===== config.mk =====
export PLATFORM = sky130hd
export DESIGN_NAME = lcd_read_port
export DESIGN_NICKNAME = d
export VERILOG_FILES = /design/src/rtl/lcd_pkg.sv /design/src/rtl/lcd_phase_timer.sv /design/src/rtl/lcd_read_port.sv
export SDC_FILE = /design/constraint.sdc
export NUM_CORES = 1
export LEC_CHECK = 0
export CAP_MARGIN = 20
export CORE_AREA = 8 8 73 68
export CTS_BUF_LIST = sky130_fd_sc_hd__clkbuf_16
export CTS_CLUSTER_DIAMETER = 120
export DETAILED_ROUTE_END_ITERATION = 8
export DIE_AREA = 0 0 81 76
export PLACE_DENSITY = 0.88
export RECOVER_POWER = 50
export SYNTH_ARGS = -nofsm -noshare
export SYNTH_HDL_FRONTEND = slang
export SYNTH_HIERARCHICAL = 1
export SYNTH_SLANG_ARGS = --single-unit

===== constraint.sdc =====
create_clock -name CLOCK_50MHZ -period 3.5 [get_ports CLOCK_50MHZ]
set_input_delay 0.525 -clock CLOCK_50MHZ [delete_from_list [all_inputs] [get_ports CLOCK_50MHZ]]
set_output_delay 0.525 -clock CLOCK_50MHZ [all_outputs]
set_load 0.01 [all_outputs]

===== src/rtl/lcd_pkg.sv =====
// Shared definitions for the HD44780-style LCD bus: default timing at 50 MHz,
// sequencer state encodings, register-select values and common command bytes.
package lcd_pkg;

  localparam int LCD_SETUP_CYCLES   = 2;
  localparam int LCD_ENABLE_CYCLES  = 12;
  localparam int LCD_HOLD_CYCLES    = 2;
  localparam int LCD_RECOVER_CYCLES = 14;
  localparam int LCD_MAX_POLLS      = 50000;

  localparam logic [2:0] ST_IDLE    = 3'd0;
  localparam logic [2:0] ST_SETUP   = 3'd1;
  localparam logic [2:0] ST_ENABLE  = 3'd2;
  localparam logic [2:0] ST_HOLD    = 3'd3;
  localparam logic [2:0] ST_RECOVER = 3'd4;

  localparam logic RS_CMD  = 1'b0;
  localparam logic RS_DATA = 1'b1;

  localparam int BF_BIT = 7;

  localparam logic [7:0] CMD_CLEAR        = 8'h01;
  localparam logic [7:0] CMD_HOME         = 8'h02;
  localparam logic [7:0] CMD_ENTRY_MODE   = 8'h06;
  localparam logic [7:0] CMD_DISPLAY_ON   = 8'h0C;
  localparam logic [7:0] CMD_FUNCTION_SET = 8'h38;

  // Width of a down-counter that must hold (longest phase - 1); never below 1.
  function automatic int phase_counter_width(input int a, input int b, input int c, input int d);
    int m;
    m = a;
    if (b > m) m = b;
    if (c > m) m = c;
    if (d > m) m = d;
    return (m > 1) ? $clog2(m) : 1;
  endfunction

endpackage


===== src/rtl/lcd_phase_timer.sv =====
// Loadable down-counter for LCD bus phase timing; done is high while the
// count sits at zero, so a phase of N cycles is loaded with N-1.
module lcd_phase_timer #(
  parameter int WIDTH = 4
) (
  input  logic             clk,
  input  logic             rst_n,
  input  logic             load,
  input  logic [WIDTH-1:0] load_value,
  output logic             done
);

  logic [WIDTH-1:0] count;

  always_ff @(posedge clk or negedge rst_n) begin
    if (!rst_n) begin
      count <= '0;
    end else if (load) begin
      count <= load_value;
    end else if (count != '0) begin
      count <= count - 1'b1;
    end
  end

  assign done = (count == '0);

endmodule


===== src/rtl/lcd_read_port.sv =====
// LCD read-cycle engine: runs RW=1 bus cycles for busy flag/address or RAM data,
// optionally re-polling until BF clears, and returns the byte over valid/ready.
module lcd_read_port
  import lcd_pkg::*;
#(
  parameter int SETUP_CYCLES   = LCD_SETUP_CYCLES,
  parameter int ENABLE_CYCLES  = LCD_ENABLE_CYCLES,
  parameter int HOLD_CYCLES    = LCD_HOLD_CYCLES,
  parameter int RECOVER_CYCLES = LCD_RECOVER_CYCLES,
  parameter int MAX_POLLS      = LCD_MAX_POLLS
) (
  input  logic       CLOCK_50MHZ,
  input  logic       RESET_N,
  input  logic       REQ_VALID,
  output logic       REQ_READY,
  input  logic       REQ_RS,
  input  logic       REQ_POLL,
  output logic       RESP_VALID,
  output logic [7:0] RESP_DATA,
  output logic       RESP_TIMEOUT,
  input  logic [7:0] LCD_DATA_IN,
  output logic       LCD_DATA_OE,
  output logic       LCD_ENABLE,
  output logic       LCD_REGISTER_SELECT,
  output logic       LCD_READ_WRITE,
  output logic [2:0] debug_state
);

  localparam int TW = phase_counter_width(SETUP_CYCLES, ENABLE_CYCLES, HOLD_CYCLES, RECOVER_CYCLES);

  logic [2:0]    state;
  logic          rs_q;
  logic          poll_q;
  logic [15:0]   poll_cnt;
  logic          timer_load;
  logic [TW-1:0] timer_value;
  logic          timer_done;
  logic          poll_again;

  // Handshake: a request is taken on any edge where REQ_VALID and REQ_READY
  // are both high; RESP_VALID is a single-cycle pulse with no backpressure.
  assign poll_again = poll_q && RESP_DATA[BF_BIT] && (int'(poll_cnt) < MAX_POLLS - 1);

  always_comb begin
    timer_load  = 1'b0;
    timer_value = TW'(SETUP_CYCLES - 1);
    case (state)
      ST_IDLE:    timer_load = REQ_VALID;
      ST_SETUP: begin
        timer_load  = timer_done;
        timer_value = TW'(ENABLE_CYCLES - 1);
      end
      ST_ENABLE: begin
        timer_load  = timer_done;
        timer_value = TW'(HOLD_CYCLES - 1);
      end
      ST_HOLD: begin
        timer_load  = timer_done;
        timer_value = TW'(RECOVER_CYCLES - 1);
      end
      ST_RECOVER: timer_load = timer_done && poll_again;
      default:    timer_load = 1'b0;
    endcase
  end

  lcd_phase_timer #(.WIDTH(TW)) u_timer (
    .clk        (CLOCK_50MHZ),
    .rst_n      (RESET_N),
    .load       (timer_load),
    .load_value (timer_value),
    .done       (timer_done)
  );

  always_ff @(posedge CLOCK_50MHZ or negedge RESET_N) begin
    if (!RESET_N) begin
      state        <= ST_IDLE;
      rs_q         <= RS_CMD;
      poll_q       <= 1'b0;
      poll_cnt     <= '0;
      RESP_VALID   <= 1'b0;
      RESP_DATA    <= 8'h00;
      RESP_TIMEOUT <= 1'b0;
    end else begin
      RESP_VALID <= 1'b0;
      case (state)
        ST_IDLE: begin
          if (REQ_VALID) begin
            state    <= ST_SETUP;
            rs_q     <= REQ_RS;
            poll_q   <= REQ_POLL & ~REQ_RS;
            poll_cnt <= '0;
          end
        end
        ST_SETUP:  if (timer_done) state <= ST_ENABLE;
        ST_ENABLE: begin
          // Data is taken on the same edge that drops E.
          if (timer_done) begin
            state     <= ST_HOLD;
            RESP_DATA <= LCD_DATA_IN;
          end
        end
        ST_HOLD:   if (timer_done) state <= ST_RECOVER;
        ST_RECOVER: begin
          if (timer_done) begin
            if (poll_again) begin
              poll_cnt <= poll_cnt + 16'd1;
              state    <= ST_SETUP;
            end else begin
              state        <= ST_IDLE;
              RESP_VALID   <= 1'b1;
              RESP_TIMEOUT <= poll_q & RESP_DATA[BF_BIT];
            end
          end
        end
        default: state <= ST_IDLE;
      endcase
    end
  end

  assign REQ_READY           = (state == ST_IDLE);
  assign LCD_DATA_OE         = (state == ST_IDLE);
  assign LCD_ENABLE          = (state == ST_ENABLE);
  assign LCD_READ_WRITE      = (state == ST_SETUP) || (state == ST_ENABLE) || (state == ST_HOLD);
  assign LCD_REGISTER_SELECT = (state != ST_IDLE) && rs_q;
  assign debug_state         = state;

endmodule


### Word level (Yosys, flattened, before mapping)

Cells that the tools add are included.

| storage, ports and cells | value |
|---|---|
| bits in registers | 35 |
| bits of input ports | 13 |

| cells by class | value |
|---|---|
| mux-type cells | 18 |
| order comparisons | 1 |
| bitwise gates (word level) | 4 |
| add/sub/neg operators | 2 |
| equal/unequal tests | 10 |
| reductions and logical operators | 18 |

Operators by type and width:

| kind | count |
|---|---|
| $mux 16 | 3 |
| $pmux 16 s2 | 1 |
| $add 16x1->16 const B | 1 |
| $lt 16x16->1 const B | 1 |
| $mux 3 | 5 |
| $pmux 3 s5 | 1 |
| $ne 2x2->1 const B | 5 |
| $mux 4 | 2 |
| $pmux 4 s2 | 1 |
| $eq 3x2->1 const B | 2 |
| $reduce_and 5->1 | 1 |
| $logic_and 1x1->1 | 4 |
| $logic_not 4->1 | 1 |
| $mux 1 | 4 |
| $reduce_and 2->1 | 2 |
| $reduce_and 4->1 | 1 |
| $reduce_bool 2->1 | 2 |
| $reduce_bool 4->1 | 1 |
| $sub 4x1->4 const B | 1 |
| $eq 3x1->1 const B | 1 |
| $eq 3x3->1 const B | 1 |
| $logic_not 3->1 | 1 |
| $pmux 1 s3 | 1 |
| $reduce_and 3->1 | 1 |
| other kinds (6) | 9 |

### Longest topological paths before layout

| logic depth | value |
|---|---|
| depth in word-level cells | 5 |
| gate-level depth with buffers | 11 |
| gate-level depth less buffers | 9 |

### Cells and area by module

The synthesis kept the hierarchy.

By module, submodules not included:

| module | area each (um2) | instances | cells an instance | seq. area each (um2) |
|---|---|---|---|---|
| lcd_read_port | 1667.8 | 1 | 171 | 775.7 |
| lcd_phase_timer | 234.0 | 1 | 22 | 100.1 |

### Worst setup path after synthesis

No wires, ideal clock.

| timing | value |
|---|---|
| path kind | register to register |
| start | reg u_timer.count[0] |
| end | reg u_timer.count[3] |
| library setup time | 0.126 ns |
| clock period less this slack | 2.653 ns |
| buffers on the path | 2 |
| cell stages (with the launch flop) | 12 |
| slack | 0.847 ns |
| data arrival time | 2.527 ns |
| cell sequence | dfrtp_1 -> inv_1 -> ha_1 -> nor3b_4 -> and4bb_1 -> o2111ai_1 -> o21ai_2 -> buf_2 -> a21o_1 -> clkbuf_1 -> nor3_1 -> a221o_1 |

| on the way | value |
|---|---|
| word-level cells in the longest chain between the ends | 4 |
| elaborated cells on any way between the ends | 8 |
| those cells by class | add/sub (1); mux (3); reduce/logical (4) |

RTL lines:

| item | RTL line | RTL |
|---|---|---|
| start, declared | lcd_phase_timer.sv:13 | `logic [WIDTH-1:0] count;` |
| start signal, assigned | lcd_phase_timer.sv:19 | `count <= load_value;` |
| start signal, assigned | lcd_phase_timer.sv:21 | `count <= count - 1'b1;` |
| $logic_not 4->1 (*) | lcd_phase_timer.sv:25 | `assign done = (count == '0);` |
| net timer_done | lcd_read_port.sv:37 | `logic timer_done;` |
| $logic_and 1x1->1 | lcd_read_port.sv:61 | `ST_RECOVER: timer_load = timer_done && poll_again;` |
| $pmux 1 s3 (*) | lcd_read_port.sv:47 | `case (state)` |
| net timer_load | lcd_read_port.sv:35 | `logic timer_load;` |
| $mux 4 / $reduce_bool 2->1 (equally long branches) | - |  |

Mark *: on every way through the listed nets, which the timed path passes. The rest lies on a longest branch. The select of a mux whose other input is x is not followed.
A chain may end at the register's enable or synchronous reset.

### Final worst setup path

| timing | value |
|---|---|
| start | reg u_timer.count[0] |
| end | reg poll_cnt[1] |

| on the way | value |
|---|---|
| word-level cells in the longest chain between the ends | 3 |

RTL lines:

| item | RTL line | RTL |
|---|---|---|
| $logic_not 4->1 | lcd_phase_timer.sv:25 |  |
| net timer_done | lcd_read_port.sv:37 |  |
| $ne 2x2->1 (no line) | - |  |
| $reduce_and 4->1 (no line) | - |  |
| end signal, assigned | lcd_read_port.sv:106 | `poll_cnt <= poll_cnt + 16'd1;` |
| end, declared | lcd_read_port.sv:34 | `logic [15:0] poll_cnt;` |

The timed path passes the listed nets, and every way through them passes these cells.

==> impl.org <==
** CTS
- Post-CTS timing repair inserted 0 buffers for setup.
- No sink is reached through more buffers than the 2 on the longest clock path.
- H-tree depth :: 2
- Number of cells upsized or downsized after cts :: 0
- Clock slew at reported path FFs :: 50 ps
- Root cell of the clock tree :: sky130_fd_sc_hd__clkbuf_16
- Number of clock sinks :: 35
- Clock tree from TritonCTS :: built
- Clock buffer count from CTS :: 5
- Total of hold buffers inserted after clock tree synthesis :: 0
- For the worst-skew pair, the clock arrives at the later sink with an insertion delay of between 200 and 300 ps.

** Logic synthesis
- Most instantiated flip-flop cell in the synthesis netlist :: sky130_fd_sc_hd__dfrtp_1
- Synthesis produced a netlist with a net count of 208.
- In this run the mean area of a mapped cell was 9.85 um2.
- The cell area that synthesis handed to floorplanning was 1900 um2.
- Number of instances in the synthesized netlist :: 193
- Counting distinct cell types in the post-synthesis netlist gives roughly 50.
- Sequential fraction of the synthesis area :: 46.1%
- EDFF count, synth :: 0
- The Yosys step of the flow raised 6 warnings.
- Counting flops and latches in the post-synthesis netlist gives 35.
- Counting flops with an async set or reset pin after synthesis yields a share of 100%.

** Final layout
- In the final layout, the share of cells above drive strength 1 is 6.28%.
- 0 antenna diodes ended up in the layout.
- Layout fillers :: 318
- NumNets Final :: 237
- Layout Area Growth over Synthesis :: 23.8%

** STA
- Setup violations remaining at the end of the flow were counted as 0.
- Number of pins exceeding their max-slew limit in the final report :: 36
- At the pin with the least slew margin, the transition time is 1830 ps.
- The number of failing hold endpoints at the final stage came to 0.
- For this run, the top clock speed supported by timing is 0.398 GHz.
- Measured against its own limit, the worst slew margin works out to -22.1%.
- RSZ-0062 raised after global routing :: false
- Share of the cycle needed by the critical path after routing :: around 72%
- The smallest clock period supported by the final layout is computed as 2510 ps.
- On the final layout, the worst clock skew is 5.45 ps.
- For the final routed database, the setup TNS stands at 0 ps.

** Power and ir drop
- Dividing total power by cell area gives a power density of around 750 nW/um2.
- Summed over all cells, the static leakage comes to 0.970 nW.
- Total Power :: 1.76 mW
- IR analysis of the VDD net gives a maximum drop of 493 uV.

** Hold path
- Hold crit path type :: flop to flop

** Setup path
- Arrival time of data at the critical path endpoint :: 2680 ps
- CP Max Fanout :: 12
- Slowest-stage cell, CP :: sky130_fd_sc_hd__o2111a_1
- Across all register-to-register paths, the minimum setup slack is 990 ps.
- The largest single stage delay on the critical path is 480 ps.
- Endpoint type of the worst setup path :: flop
- STA classifies the critical path startpoint as a flop.
- Traced cell by cell, the critical path runs through inv_1 -> ha_1 -> nor3b_4 -> and4bb_1 -> o2111a_1 -> nand2_1 -> a31o_1.
- Start-to-end type of the worst setup path :: flop to flop
- Required @ worst endpoint :: 3670 ps

** Status
- Run status :: finished, violations left
- The checks that failed: capacitance limit, slew limit.

** Die
- FP Rows :: 22
- Core footprint :: about 3900 um2
- From left edge to right edge, the die measures between 80 and 90 um.
- Pin placement for this block handled 31 I/O pins.
- For this configuration, the core starts out at a cell density of 49.4%.
- Die Footprint :: 6160 um2
- Die height :: 76 um

** Detailed routing
- Count of nets left with antenna violations after detail routing :: 0
- Detailed Routing Iterations Pass 1 :: 4
- After detailed routing, the average wire length per cell comes to 16.1 um.
- For this block, the via count after detailed routing is approximately 1600.
- For this run, design rule violations remaining after detail routing come to 0.
- After detailed routing, the number of vias per cell comes to 5.97.
- Sum of routed wire length over all layers :: 4350 um
- In this run, the number of DRC markers left after iteration 0 of detailed routing was 198.

** Global routing
- The via count of the first global-routing pass came to 1664.
- Grt total ovfl :: 0
- Entering global routing, the biggest net connects 36 pins.
- Wire length of the first global-routing pass :: roughly 7600 um
- Global routing used 15.1% of the available tracks across all layers.
- The initial antenna violation count is 0.

** Place
- The count of buffers added on input and output ports is 30.
- Summed over all nets, the half-perimeter wirelength after detailed placement is 3050 um.
- Routability-driven placement finished with a final weighted congestion of ~0.88.

** Run
- Across the run, the number of max-cap violations was 1.
## Yosys cell counts (3+ instances only)
cell type | count | area, um2
sky130_fd_sc_hd__nand4_1 | 6 | 37.5
sky130_fd_sc_hd__o221ai_1 | 5 | 43.8
sky130_fd_sc_hd__mux2i_1 | 4 | 40.0
sky130_fd_sc_hd__mux2_1 | 9 | 101
sky130_fd_sc_hd__nand2_1 | 18 | 67.6
sky130_fd_sc_hd__a21o_1 | 3 | 22.5
sky130_fd_sc_hd__inv_1 | 12 | 45.0
sky130_fd_sc_hd__nor3_1 | 8 | 40.0
sky130_fd_sc_hd__a31oi_1 | 9 | 56.3
sky130_fd_sc_hd__and2_1 | 4 | 25.0
sky130_fd_sc_hd__a41oi_1 | 3 | 26.3
sky130_fd_sc_hd__o21ai_0 | 5 | 25.0
sky130_fd_sc_hd__nand3_1 | 8 | 40.0
sky130_fd_sc_hd__or4_1 | 4 | 30.0
sky130_fd_sc_hd__nor2_1 | 10 | 37.5
sky130_fd_sc_hd__clkbuf_1 | 4 | 15.0
sky130_fd_sc_hd__nand2b_1 | 5 | 31.3
sky130_fd_sc_hd__buf_2 | 3 | 15.0
sky130_fd_sc_hd__dfrtp_1 | 35 | 876
## kinds of logic after synthesis
family                   synth area share [%]
AND/OR/NAND/NOR                          22.0
AO/OA/AOI/OAI                            16.8
flip-flops                               46.1
buffers and inverters                    4.74
multiplexers                             8.03
adder cells (fa/ha/maj)                  1.32
XOR/XNOR                                0.921
other                                   0.197
## per-stage QoR
step | hold WS [ps] | std cells | utilization, % | cell area [um2] | setup slack [ps]
6_report | 473 | 271 | 61.1 | 2350 | 988
5_1_grt | 490 | 271 | 61.1 | 2350 | 764
3_5_place_dp | 474 | 263 | 57.6 | 2220 | 1010
2_1_floorplan | 229 | 193 | - | 1900 | 847
3_3_place_gp | 466 | 263 | 57.6 | 2220 | 1100
4_1_cts | 352 | 271 | 61.1 | 2360 | 992
## worst max-delay path: cells and delay by family (launching register included)
kind	cells	cell delay [ps]
buf+inv	1	90
flops	1	380
simple gates	3	990
compound gates	2	740
fa+ha+maj	1	210
## layer usage
| metal | global-route usage (%) | routed length, um |
|---|---|---|
| met1 | 19.2 | 1950 |
| met2 | 22.4 | 2060 |
| met3 | 5.78 | 305 |
| met4 | 5.71 | 34 |
| met5 | 0 | 0 |
## state kept, by name (all words and copies together), names as in the netlist
signal / cells
rs_q: 1
poll_cnt: 16
u_timer/count: 4
poll_q: 1
RESP_DATA: 8
RESP_VALID: 1
RESP_TIMEOUT: 1
debug_state: 3
## worst paths after layout
path                                                   start                        to  depth (start not counted)
worst max-delay path            u_timer/count[0]$_DFFE_PN0P_   poll_cnt[1]$_DFFE_PN0P_                          7
worst min-delay path                RESP_DATA[3]$_DFFE_PN0P_  RESP_DATA[3]$_DFFE_PN0P_                          1
worst max register to register  u_timer/count[0]$_DFFE_PN0P_   poll_cnt[1]$_DFFE_PN0P_                          7
worst min register to register      RESP_DATA[3]$_DFFE_PN0P_  RESP_DATA[3]$_DFFE_PN0P_                          1
max in group asynchronous                            RESET_N  RESP_DATA[4]$_DFFE_PN0P_                          1
min in group asynchronous                            RESET_N   poll_cnt[5]$_DFFE_PN0P_                          1
## cell type report
cell class / instances / area [um2] / area share [%]
multi-input combinational: 137 / 936 / 39.7
timing repair buffer: 31 / 302 / 12.8
clock inverter: 3 / 11.3 / 0.478
sequential: 35 / 876 / 37.2
tap: 48 / 60.1 / 2.55
clock buffer: 5 / 125 / 5.31
inverter: 12 / 45.0 / 1.91
## where the power goes
part	internal, mW	total (mW)	switching [mW]
registers	0.535	0.680	0.145
logic	0.352	0.672	0.319
clock network	0.256	0.413	0.157
total	1.14	1.76	0.622
## cell usage in the layout (no fill, tap or decap), types with 2 or more instances in the layout
master	Yosys	final
sky130_fd_sc_hd__a211o_1	2	2
sky130_fd_sc_hd__a21o_1	3	3
sky130_fd_sc_hd__a31oi_1	9	9
sky130_fd_sc_hd__a41oi_1	3	3
sky130_fd_sc_hd__and2_1	4	4
sky130_fd_sc_hd__clkbuf_16	0	5
sky130_fd_sc_hd__clkdlybuf4s50_1	0	22
sky130_fd_sc_hd__clkinv_1	0	2
sky130_fd_sc_hd__dfrtp_1	35	35
sky130_fd_sc_hd__dlygate4sd3_1	0	7
sky130_fd_sc_hd__ha_1	2	2
sky130_fd_sc_hd__inv_1	12	13
sky130_fd_sc_hd__mux2_1	9	9
sky130_fd_sc_hd__mux2i_1	4	4
sky130_fd_sc_hd__nand2_1	18	18
sky130_fd_sc_hd__nand2b_1	5	5
sky130_fd_sc_hd__nand3_1	8	8
sky130_fd_sc_hd__nand4_1	6	6
sky130_fd_sc_hd__nor2_1	10	10
sky130_fd_sc_hd__nor2b_1	2	2
sky130_fd_sc_hd__nor3_1	8	8
sky130_fd_sc_hd__nor3b_1	2	2
sky130_fd_sc_hd__nor4_1	2	2
sky130_fd_sc_hd__o21ai_0	5	5
sky130_fd_sc_hd__o21ai_1	2	2
sky130_fd_sc_hd__o221ai_1	5	5
sky130_fd_sc_hd__o31ai_1	2	2
sky130_fd_sc_hd__or4_1	4	4
Power figures use the tool's default switching activity.
